`src/rtl/issue_dispatch_buffer.sv`:
```
// rtl/issue_dispatch_buffer.sv - in-order multi-issue dispatch FIFO between decode and issue
// Optional perf counters (stall_cnt_o, full_cnt_o) enabled by macro CVA6_ISSUE_BUF_PERF_EN.
module issue_dispatch_buffer #(
   parameter int unsigned Depth       = 8,
   parameter int unsigned DecodeWidth = 2,
   parameter int unsigned IssueWidth  = 2,
   parameter int unsigned DataWidth   = 64,
   parameter int unsigned NrFu        = 4,
   localparam int unsigned FuBits     = (NrFu > 1) ? $clog2(NrFu) : 1
) (
   input  logic                                  clk_i,
   input  logic                                  rst_ni,
   input  logic                                  flush_i,
   input  logic [DecodeWidth-1:0]                in_valid_i,
   input  logic [DecodeWidth-1:0][DataWidth-1:0] in_data_i,
   input  logic [DecodeWidth-1:0][FuBits-1:0]    in_fu_i,
   output logic [DecodeWidth-1:0]                in_ack_o,
   output logic [IssueWidth-1:0]                 out_valid_o,
   output logic [IssueWidth-1:0][DataWidth-1:0]  out_data_o,
   output logic [IssueWidth-1:0][FuBits-1:0]     out_fu_o,
   input  logic [IssueWidth-1:0]                 operands_ready_i,
   input  logic [NrFu-1:0]                       fu_ready_i,
   output logic [IssueWidth-1:0]                 out_fire_o,
   output logic                                  full_o,
   output logic                                  empty_o
`ifdef CVA6_ISSUE_BUF_PERF_EN
   ,
   output logic [31:0]                           stall_cnt_o,
   output logic [31:0]                           full_cnt_o
`endif
);

   localparam int unsigned PtrW = (Depth > 1) ? $clog2(Depth) : 1;
   localparam int unsigned CntW = $clog2(Depth + 1);

   logic [PtrW-1:0]      rd_ptr;
   logic [PtrW-1:0]      wr_ptr;
   logic [CntW-1:0]      count;
   logic [CntW-1:0]      free;
   logic [CntW-1:0]      n_ack;
   logic [CntW-1:0]      n_fire;
   logic [DataWidth-1:0] data_mem [Depth];
   logic [FuBits-1:0]    fu_mem   [Depth];
   logic                 ack_prefix;
   logic                 fire_prefix;
   logic                 fu_conflict;
   logic                 fire_j;
   logic [PtrW-1:0]      rd_idx;

   assign free    = CntW'(Depth) - count;
   assign full_o  = (count == CntW'(Depth));
   assign empty_o = (count == '0);

   // Acks are gated by reset too, so decode sees no accept while the buffer is held in reset.
   always_comb begin
      in_ack_o   = '0;
      n_ack      = '0;
      ack_prefix = rst_ni && !flush_i;
      for (int k = 0; k < int'(DecodeWidth); k++) begin
         ack_prefix  = ack_prefix && in_valid_i[k] && (free > CntW'(k));
         in_ack_o[k] = ack_prefix;
         n_ack       = n_ack + CntW'(ack_prefix);
      end
   end

   always_comb begin
      out_valid_o = '0;
      out_data_o  = '0;
      out_fu_o    = '0;
      rd_idx      = '0;
      for (int j = 0; j < int'(IssueWidth); j++) begin
         rd_idx         = rd_ptr + PtrW'(j);
         out_valid_o[j] = !flush_i && (count > CntW'(j));
         out_data_o[j]  = data_mem[rd_idx];
         out_fu_o[j]    = fu_mem[rd_idx];
      end
   end

   // Slot j fires only if every older slot fired and no older slot claimed the same FU class.
   always_comb begin
      out_fire_o  = '0;
      n_fire      = '0;
      fire_prefix = 1'b1;
      fu_conflict = 1'b0;
      fire_j      = 1'b0;
      for (int j = 0; j < int'(IssueWidth); j++) begin
         fu_conflict = 1'b0;
         for (int i = 0; i < j; i++) begin
            if (out_fu_o[i] == out_fu_o[j]) begin
               fu_conflict = 1'b1;
            end
         end
         fire_j        = fire_prefix && out_valid_o[j] && operands_ready_i[j] &&
                         fu_ready_i[out_fu_o[j]] && !fu_conflict;
         out_fire_o[j] = fire_j;
         fire_prefix   = fire_j;
         n_fire        = n_fire + CntW'(fire_j);
      end
   end

   always_ff @(posedge clk_i or negedge rst_ni) begin
      if (!rst_ni) begin
         rd_ptr <= '0;
         wr_ptr <= '0;
         count  <= '0;
         for (int i = 0; i < int'(Depth); i++) begin
            data_mem[i] <= '0;
            fu_mem[i]   <= '0;
         end
      end else if (flush_i) begin
         count  <= '0;
         rd_ptr <= wr_ptr;
      end else begin
         for (int k = 0; k < int'(DecodeWidth); k++) begin
            if (in_ack_o[k]) begin
               data_mem[wr_ptr + PtrW'(k)] <= in_data_i[k];
               fu_mem[wr_ptr + PtrW'(k)]   <= in_fu_i[k];
            end
         end
         wr_ptr <= wr_ptr + PtrW'(n_ack);
         rd_ptr <= rd_ptr + PtrW'(n_fire);
         count  <= count + n_ack - n_fire;
      end
   end

`ifdef CVA6_ISSUE_BUF_PERF_EN
   always_ff @(posedge clk_i or negedge rst_ni) begin
      if (!rst_ni) begin
         stall_cnt_o <= '0;
         full_cnt_o  <= '0;
      end else begin
         if ((count != '0) && (n_fire == '0) && (stall_cnt_o != '1)) begin
            stall_cnt_o <= stall_cnt_o + 32'd1;
         end
         if (full_o && (full_cnt_o != '1)) begin
            full_cnt_o <= full_cnt_o + 32'd1;
         end
      end
   end
`endif

endmodule
```
`config.mk`:
```
export PLATFORM = sky130hd
export DESIGN_NAME = issue_dispatch_buffer
export DESIGN_NICKNAME = d
export VERILOG_FILES = /design/src/rtl/issue_dispatch_buffer.sv
export SDC_FILE = /design/constraint.sdc
export NUM_CORES = 1
export LEC_CHECK = 0
export ABC_AREA = 0
export CAP_MARGIN = 30
export CORE_MARGIN = 2
export CORE_UTILIZATION = 45
export DETAILED_ROUTE_END_ITERATION = 8
export MAX_ROUTING_LAYER = met4
export PLACE_DENSITY = 0.71
export RECOVER_POWER = 50
export SYNTH_ARGS = -nofsm -noshare
export SYNTH_HDL_FRONTEND = slang
export SYNTH_SLANG_ARGS = --single-unit
export TNS_END_PERCENT = 30
```
`constraint.sdc`:
```
create_clock -name clk_i -period 7.59 [get_ports clk_i]
set_input_delay 0.759 -clock clk_i [delete_from_list [all_inputs] [get_ports clk_i]]
set_output_delay 0.759 -clock clk_i [all_outputs]
set_load 0.01 [all_outputs]
```
==> results of run 1 <==
[routing by layer]
metal	GRT usage, %	share of wire (%)
met5	-	0
met1	40.62	37
met2	49.15	48
met3	6.523	11
met4	11.42	3.3
[worst max-delay path, delay by kind of cell]
kind | cells | cell delay, ns
AOI/OAI and AO/OA | 1 | 0.23
buffers and inverters | 3 | 1.87
and+or+nand+nor | 3 | 3.75
[cell usage after synthesis]
| cell | count |
|---|---|
| and2_1 | 11 |
| nor4b_2 | 2 |
| nor2_1 | 11 |
| nand3_1 | 6 |
| a21o_1 | 1 |
| o22ai_1 | 528 |
| buf_4 | 2 |
| xnor2_1 | 5 |
| a41oi_1 | 1 |
| mux2i_1 | 8 |
| inv_1 | 545 |
| xor2_1 | 4 |
| nor3_1 | 1 |
| nor4_2 | 1 |
| mux2i_2 | 1 |
| buf_1 | 177 |
| clkbuf_1 | 157 |
| dfrtp_1 | 538 |
| mux4_2 | 264 |
| o21ai_0 | 67 |
| and3_4 | 1 |
| ha_1 | 13 |
| buf_2 | 50 |
| mux2_2 | 67 |
| nand4_1 | 4 |
| a21oi_1 | 531 |
| nor4b_4 | 1 |
| nor2b_1 | 3 |
| nand2_1 | 74 |
| fa_1 | 4 |
[power by group]
part / total [mW] / switching [mW] / internal (mW)
clock network: 3.06 / 1.26 / 1.80
logic: 9.10 / 4.28 / 4.82
registers: 5.03 / 0.934 / 4.10
[flip-flops by register name, summed over array words and instances, names as in the netlist]
signal	flops
data_mem	512
rd_ptr	3
wr_ptr	3
fu_mem	16
count	4
[area by class of cell]
type	count	area (µm²)	area share (%)
timing repair buffer	332	3286	9.107
multi-input combinational	1609	14080	39.04
sequential	538	13470	37.35
tap	882	1104	3.059
clock buffer	92	1802	4.994
clock inverter	19	256.5	0.7110
antenna	10	25.02	0.06936
inverter	545	2046	5.670
[logic make-up after synthesis]
family                     count (synthesis)
buffers and inverters                    931
and+or+nand+nor                          115
adders and majority gates                 17
DFF                                      538
xor gates and xnor gates                   9
AOI/OAI and AO/OA                       1128
muxes                                    340
[how the worst max path moves through the flow]
stage,start,endpoint,slack (ns),depth (start not counted)
floorplan,rd_ptr[1],count[3],3.76,14
global placement,rd_ptr[1],out_data_o[65],2.41,6
detailed placement,rd_ptr[1],out_data_o[98],2.34,6
CTS,rd_ptr[1],out_data_o[65],1.65,6
global route,rst_ni,data_mem[339],1.12,4
finish,flush_i,data_mem[201],1.44,7
[metrics by stage]
stage	power [mW]	hold WS (ns)	instance area [µm²]
after detailed placement	14.09	0.5169	34070
after global placement	13.86	0.5090	33940
after global routing	18.10	0.1266	36080
after floorplan	10.56	0.4634	31000
final	17.20	0.06733	36080
after CTS	17.19	0.09619	36120
==> metrics.md, run 1 <==
| Metric | Value |
|---|---|
| Drt initial violations | `~3200` |
| Reg clk slew, reported paths | `approximately 0.060 ns` |
| Mapped cell area | `~0.031 mm²` |
| Root buf cell | `clkbuf_16` |
| Drt wl/cell | `around 27 µm` |
| Register bit total from synthesis | `538` |
| Post-synthesis simple-gate area fraction | `under 10%` |
| Sequential area share after synthesis | `43.43%` |
| Worst flop-to-flop path endpoint | `data_mem[201]` |
| Synth Area in Compound Gates | `about a fifth` |
| Max-slew headroom | `-183.8%` |
| Number of antenna violations at the first check in global routing | `10` |
| PD cells | `~480 mW/mm²` |
| Critical path class | `in2reg` |
| DRC errors left | `0` |
| Crit-path max FO | `37` |
| Synth cell types | `30` |
| Buffers on Ports | `~280` |
| Slew Limit Fails | `734` |
| Combinational family with the most area after synthesis | `multiplexers` |
| Layout Cells excl Fill | `around 4000` |
| Synth area leader | `dfrtp_1` |
| Hold Violations, Final | `0` |
| Critical path startpoint category | `input port` |
| Detailed Route WL | `108700 µm` |
| Final net count | `3246` |
| Hpwl dp | `between 60000 and 70000 µm` |
| # hold bufs at CTS | `0` |
| Placer Congestion | `around 0.85` |
| Highest-delay cell along the critical path | `and2_0` |
| First-pass GRT wire length | `165200 µm` |
| FF-to-FF path depth | `7` |
| Final ANT Viol Nets | `0` |
| Clk_skew | `between 0.02 and 0.025 ns` |
| Htree depth | `2` |
| Commonest non-fill, non-tap cells in the layout | `545 x inv_1, 535 x dfrtp_1, 531 x a21oi_1` |
| Pre-CTS setup slack | `between 2 and 2.5 ns` |
| Remaining global-route overflow | `0` |
| Setup TNS | `0 ns` |
| Clock buffer count from CTS | `60` |
| Worst EP arrival | `6.72 ns` |
| Starting Density | `about 45%` |
| Slew at the pin closest to its max-slew limit | `approximately 4.3 ns` |
| Via-to-Cell Ratio | `approximately 6.5` |
| Die Span X | `around 270 µm` |
| Row Count | `96` |
| Most common cell after layout, fill and taps aside | `inv_1` |
| Mux cell area share after synthesis | `roughly 22%` |
| R2R setup slack | `about 1.8 ns` |
| Die Ht | `266.5 µm` |
| Mapped Nets | `roughly 3200` |
| Yosys top cell area share | `43.43%` |
| Post-CTS sizing | `0` |
| # IOs | `~280` |
| Maximum clock rate | `162.5 MHz` |
| Minimum clock period | `between 6 and 7 ns` |
| GRT Total Usage | `31.40%` |
| Area delta synth->final | `16.38%` |
| Status | `finished with violations` |
| Fin crit share | `between 80% and 90%` |
| Setup repair after global routing missed its margin | `false` |
| Max_cap viols | `14` |
| CP max stage delay | `between 1.5 and 2 ns` |
| Worst-Skew Late Latency | `around 0.65 ns` |
| Die ar. | `~0.071 mm²` |
| CP Capture Type | `flop` |
| Leakage | `roughly 16 nW` |
| Clock Sinks | `around 540` |
| Dpl cells | `slightly below 4000` |
| Post-CTS setup buffer count | `0` |
| Share of post-route cells with drive strength above 1 | `between 10% and 20%` |
| Crit-path cells | `dlygate4sd3_1 > nor4b_1 > clkbuf_1 > nand3_1 > and2_0 > buf_16 > a21oi_1` |
| Pre-antenna DRT Iters | `6` |
| Cell count after synthesis | `3078` |
| Yosys warning count | `0` |
| Max clock buf depth | `3` |
| Number of global-route vias before repair | `approximately 27000` |
| Synth Area in XOR/XNOR | `less than 1%` |
| Core footprint | `0.06835 mm²` |
| Critical Path RT | `8.15 ns` |
| Largest cells by area after synthesis | `dfrtp_1 43%, mux4_2 19%, o22ai_1 11%` |
| Max VDD drop | `392.3 µV` |
| Failing checks | `max-capacitance violations, max-slew violations` |
| Fill cells | `5876` |
| Final setup fails | `0` |
| Hold crit path type | `in2async` |
| RR Startpoint | `count[3]` |
| Largest net degree at the start of global routing | `around 170` |
| Final worst slack | `around 1.4 ns` |
| CTS tree | `built` |
| Syn_area_per_cell | `roughly 10 µm²` |
| Core Util, Final | `52.79%` |
| Via count | `26246` |
| Adder-Cell Fraction of Synth Area | `less than 1%` |
Note: power is estimated with default switching activity, not from simulation.
==> run 2, diff against run 1 <==
==> constraint.sdc (replaced) <==
create_clock -name clk_i -period 6.3 [get_ports clk_i]
set_input_delay 0.63 -clock clk_i [delete_from_list [all_inputs] [get_ports clk_i]]
set_output_delay 0.63 -clock clk_i [all_outputs]
set_load 0.01 [all_outputs]
==> run 2 against run 1 <==
Effect of this change: the flow still finishes with violations (max-capacitance violations, max-slew violations); final area increased by 0.50%; sequential share of layout area decreased by 0.19 points; clock skew increased by 0.0041 ns; sequential power increased by 19%; via count increased by 0.23%; final cell count increased by 0.20%; register-to-register slack got worse by 0.95 ns; critical path depth increased by 1; worst setup slack got worse by 0.56 ns; first-iteration DRC count decreased by 6.7%.
==> metrics.md, run 2 (same netlist as run 1, synthesis figures left out) <==
| Metric | Value |
|---|---|
| Share of post-route cells with drive strength above 1 | `16.19% (+0.50 points)` |
| Worst EP arrival | `5.94 ns (-0.78 ns)` |
| Crit-path max FO | `37 (unchanged)` |
| Hold Violations, Final | `0 (unchanged)` |
| Slew at the pin closest to its max-slew limit | `4.243 ns (-0.01393 ns)` |
| Max clock buf depth | `3 (unchanged)` |
| Largest Register | `data_mem` |
| Number of global-route vias before repair | `27087 (+1.5%)` |
| Root buf cell | `clkbuf_16` |
| Largest net degree at the start of global routing | `167 (+0.60%)` |
| Number of antenna violations at the first check in global routing | `9 (-1)` |
| Die ar. | `0.07100 mm² (unchanged)` |
| Clock Sinks | `538 (unchanged)` |
| Htree depth | `2 (unchanged)` |
| Clk_skew | `0.02519 ns (+0.004070 ns)` |
| Max_cap viols | `8 (-6)` |
| Die Span X | `266.5 µm (unchanged)` |
| Minimum clock period | `5.425 ns` |
| Top delay family on crit path | `simple AND/OR/NAND/NOR gates` |
| Core footprint | `0.06835 mm² (unchanged)` |
| Failing checks | `max-capacitance violations, max-slew violations` |
| Crit-path cells | `nor4b_1 > nor4b_2 > clkbuf_1 > nand3_4 > clkbuf_2 > and2_0 > buf_16 > a21oi_1` |
| R2R setup slack | `0.88 ns (-0.95 ns)` |
| Final setup fails | `0 (unchanged)` |
| Drt initial violations | `2964 (-6.7%)` |
| RR Startpoint | `count[1]` |
| Fill cells | `5862 (-0.24%)` |
| Crit path from | `count[1]` |
| CP max stage delay | `2.05 ns (+0.32 ns)` |
| Setup repair after global routing missed its margin | `false` |
| Setup TNS | `0 ns (unchanged)` |
| # hold bufs at CTS | `0 (unchanged)` |
| Die Ht | `266.5 µm (unchanged)` |
| Pre-antenna DRT Iters | `6 (unchanged)` |
| Placer Congestion | `0.8627 (+1.0%)` |
| Starting Density | `45.36% (unchanged)` |
| Max-slew headroom | `-182.8% (+0.93 points)` |
| Post-CTS sizing | `0 (unchanged)` |
| Top flop regs | `data_mem x512, fu_mem x16, count x4` |
| Leakage | `15.96 nW (+0.67%)` |
| Critical path class | `reg2reg` |
| Fin crit share | `between 80% and 90%` |
| Detailed Route WL | `108600 µm (about the same)` |
| Most common cell after layout, fill and taps aside | `inv_1` |
| Max VDD drop | `514.3 µV (+31%)` |
| GRT Total Usage | `31.60% (+0.21 points)` |
| Hpwl dp | `61680 µm (-0.51%)` |
| Post-CTS setup buffer count | `0 (unchanged)` |
| Clock buffer count from CTS | `59 (-1.7%)` |
| Highest-delay cell along the critical path | `and2_0` |
| Worst Path Buf+Inv | `3 (unchanged)` |
| Final ANT Viol Nets | `0 (unchanged)` |
| # IOs | `283 (unchanged)` |
| CTS tree | `built` |
| Maximum clock rate | `184.3 MHz` |
| Critical Path RT | `6.82 ns (-1.33 ns)` |
| PD cells | `571.3 mW/mm² (+20%)` |
| Row Count | `96 (unchanged)` |
| DRC errors left | `0 (unchanged)` |
| Worst hold slack | `0.03231 ns (-0.03502 ns)` |
| Critical path startpoint category | `flop` |
| Reg clk slew, reported paths | `0.06 ns (about the same)` |
| Largest register FFs | `512 (unchanged)` |
| Hold crit path type | `in2async` |
| Via-to-Cell Ratio | `6.519 (about the same)` |
| First-pass GRT wire length | `165800 µm (+0.40%)` |
| Area delta synth->final | `16.96%` |
| Buffers on Ports | `282 (unchanged)` |
| Slew Limit Fails | `503 (-31%)` |
| CP Capture Type | `flop` |
| Worst-Skew Late Latency | `0.65 ns (about the same)` |
| Status | `finished with violations` |
| Final net count | `3257 (+0.34%)` |
| Via count | `26306 (+0.23%)` |
| Commonest non-fill, non-tap cells in the layout | `545 x inv_1, 535 x dfrtp_1, 531 x a21oi_1` |
| Drt wl/cell | `26.92 µm (-0.29%)` |
| Remaining global-route overflow | `0 (unchanged)` |
run 2: cell types whose count changed in the layout (fill, tap and decap cells not counted), sizes merged:
cell	delta
clkinv	+1
inv	-2
clkdlybuf4s50	+1
clkinvlp	-1
dlygate4sd3	-1
clkbuf	-4
buf	+14
run 2: path summary, 6_finish.rpt:
kind	to	cells past startpoint
worst max-delay path	data_mem[202]	8
worst min-delay path	data_mem[505]	1
worst max register to register	data_mem[202]	8
worst min register to register	data_mem[65]	2
max in group asynchronous	rd_ptr[0]	3
min in group clk_i	data_mem[65]	2
run 2: report_power, final:
part	internal (mW)	switching, mW	total, mW
logic	5.87	5.19	11.1
clock network	2.15	1.50	3.65
registers	4.94	1.07	6.00
run 2: stage by stage:
| step | cell area, µm² | total power, mW | instances | util (%) | setup slack (ns) |
|---|---|---|---|---|---|
| 2_1_floorplan | 31000 | 12.72 | 3078 | - | 2.472 |
| 3_3_place_gp | 34010 | 16.71 | 3908 | 49.76 | 1.843 |
| 3_5_place_dp | 34200 | 17.00 | 3915 | 50.03 | 1.889 |
| 4_1_cts | 36230 | 20.71 | 4022 | 53.00 | 1.201 |
| 5_1_grt | 36250 | 21.88 | 4034 | 53.05 | 0.5277 |
| 6_report | 36260 | 20.71 | 4035 | 53.05 | 0.8752 |
run 2: final cells by class:
| class | count | area [µm²] | area share, % |
|---|---|---|---|
| flip-flops and latches | 538 | 13470 | 37.16 |
| diodes | 10 | 25.02 | 0.06902 |
| multi-input cells | 1609 | 14130 | 38.96 |
| clock buffers | 90 | 1783 | 4.918 |
| inverters | 545 | 2046 | 5.642 |
| repair buffers | 344 | 3451 | 9.518 |
| well taps | 882 | 1104 | 3.044 |
| clock inverters | 17 | 247.7 | 0.6833 |
run 2: layer usage:
metal / up-vias / wire length (µm) / GRT usage, %
li1: 11072 / - / -
met1: 13220 / 40300 / 39.66
met2: 1675 / 52060 / 50.06
met3: 339 / 11680 / 6.883
met4: 0 / 4565 / 12.69
met5: - / 0 / -
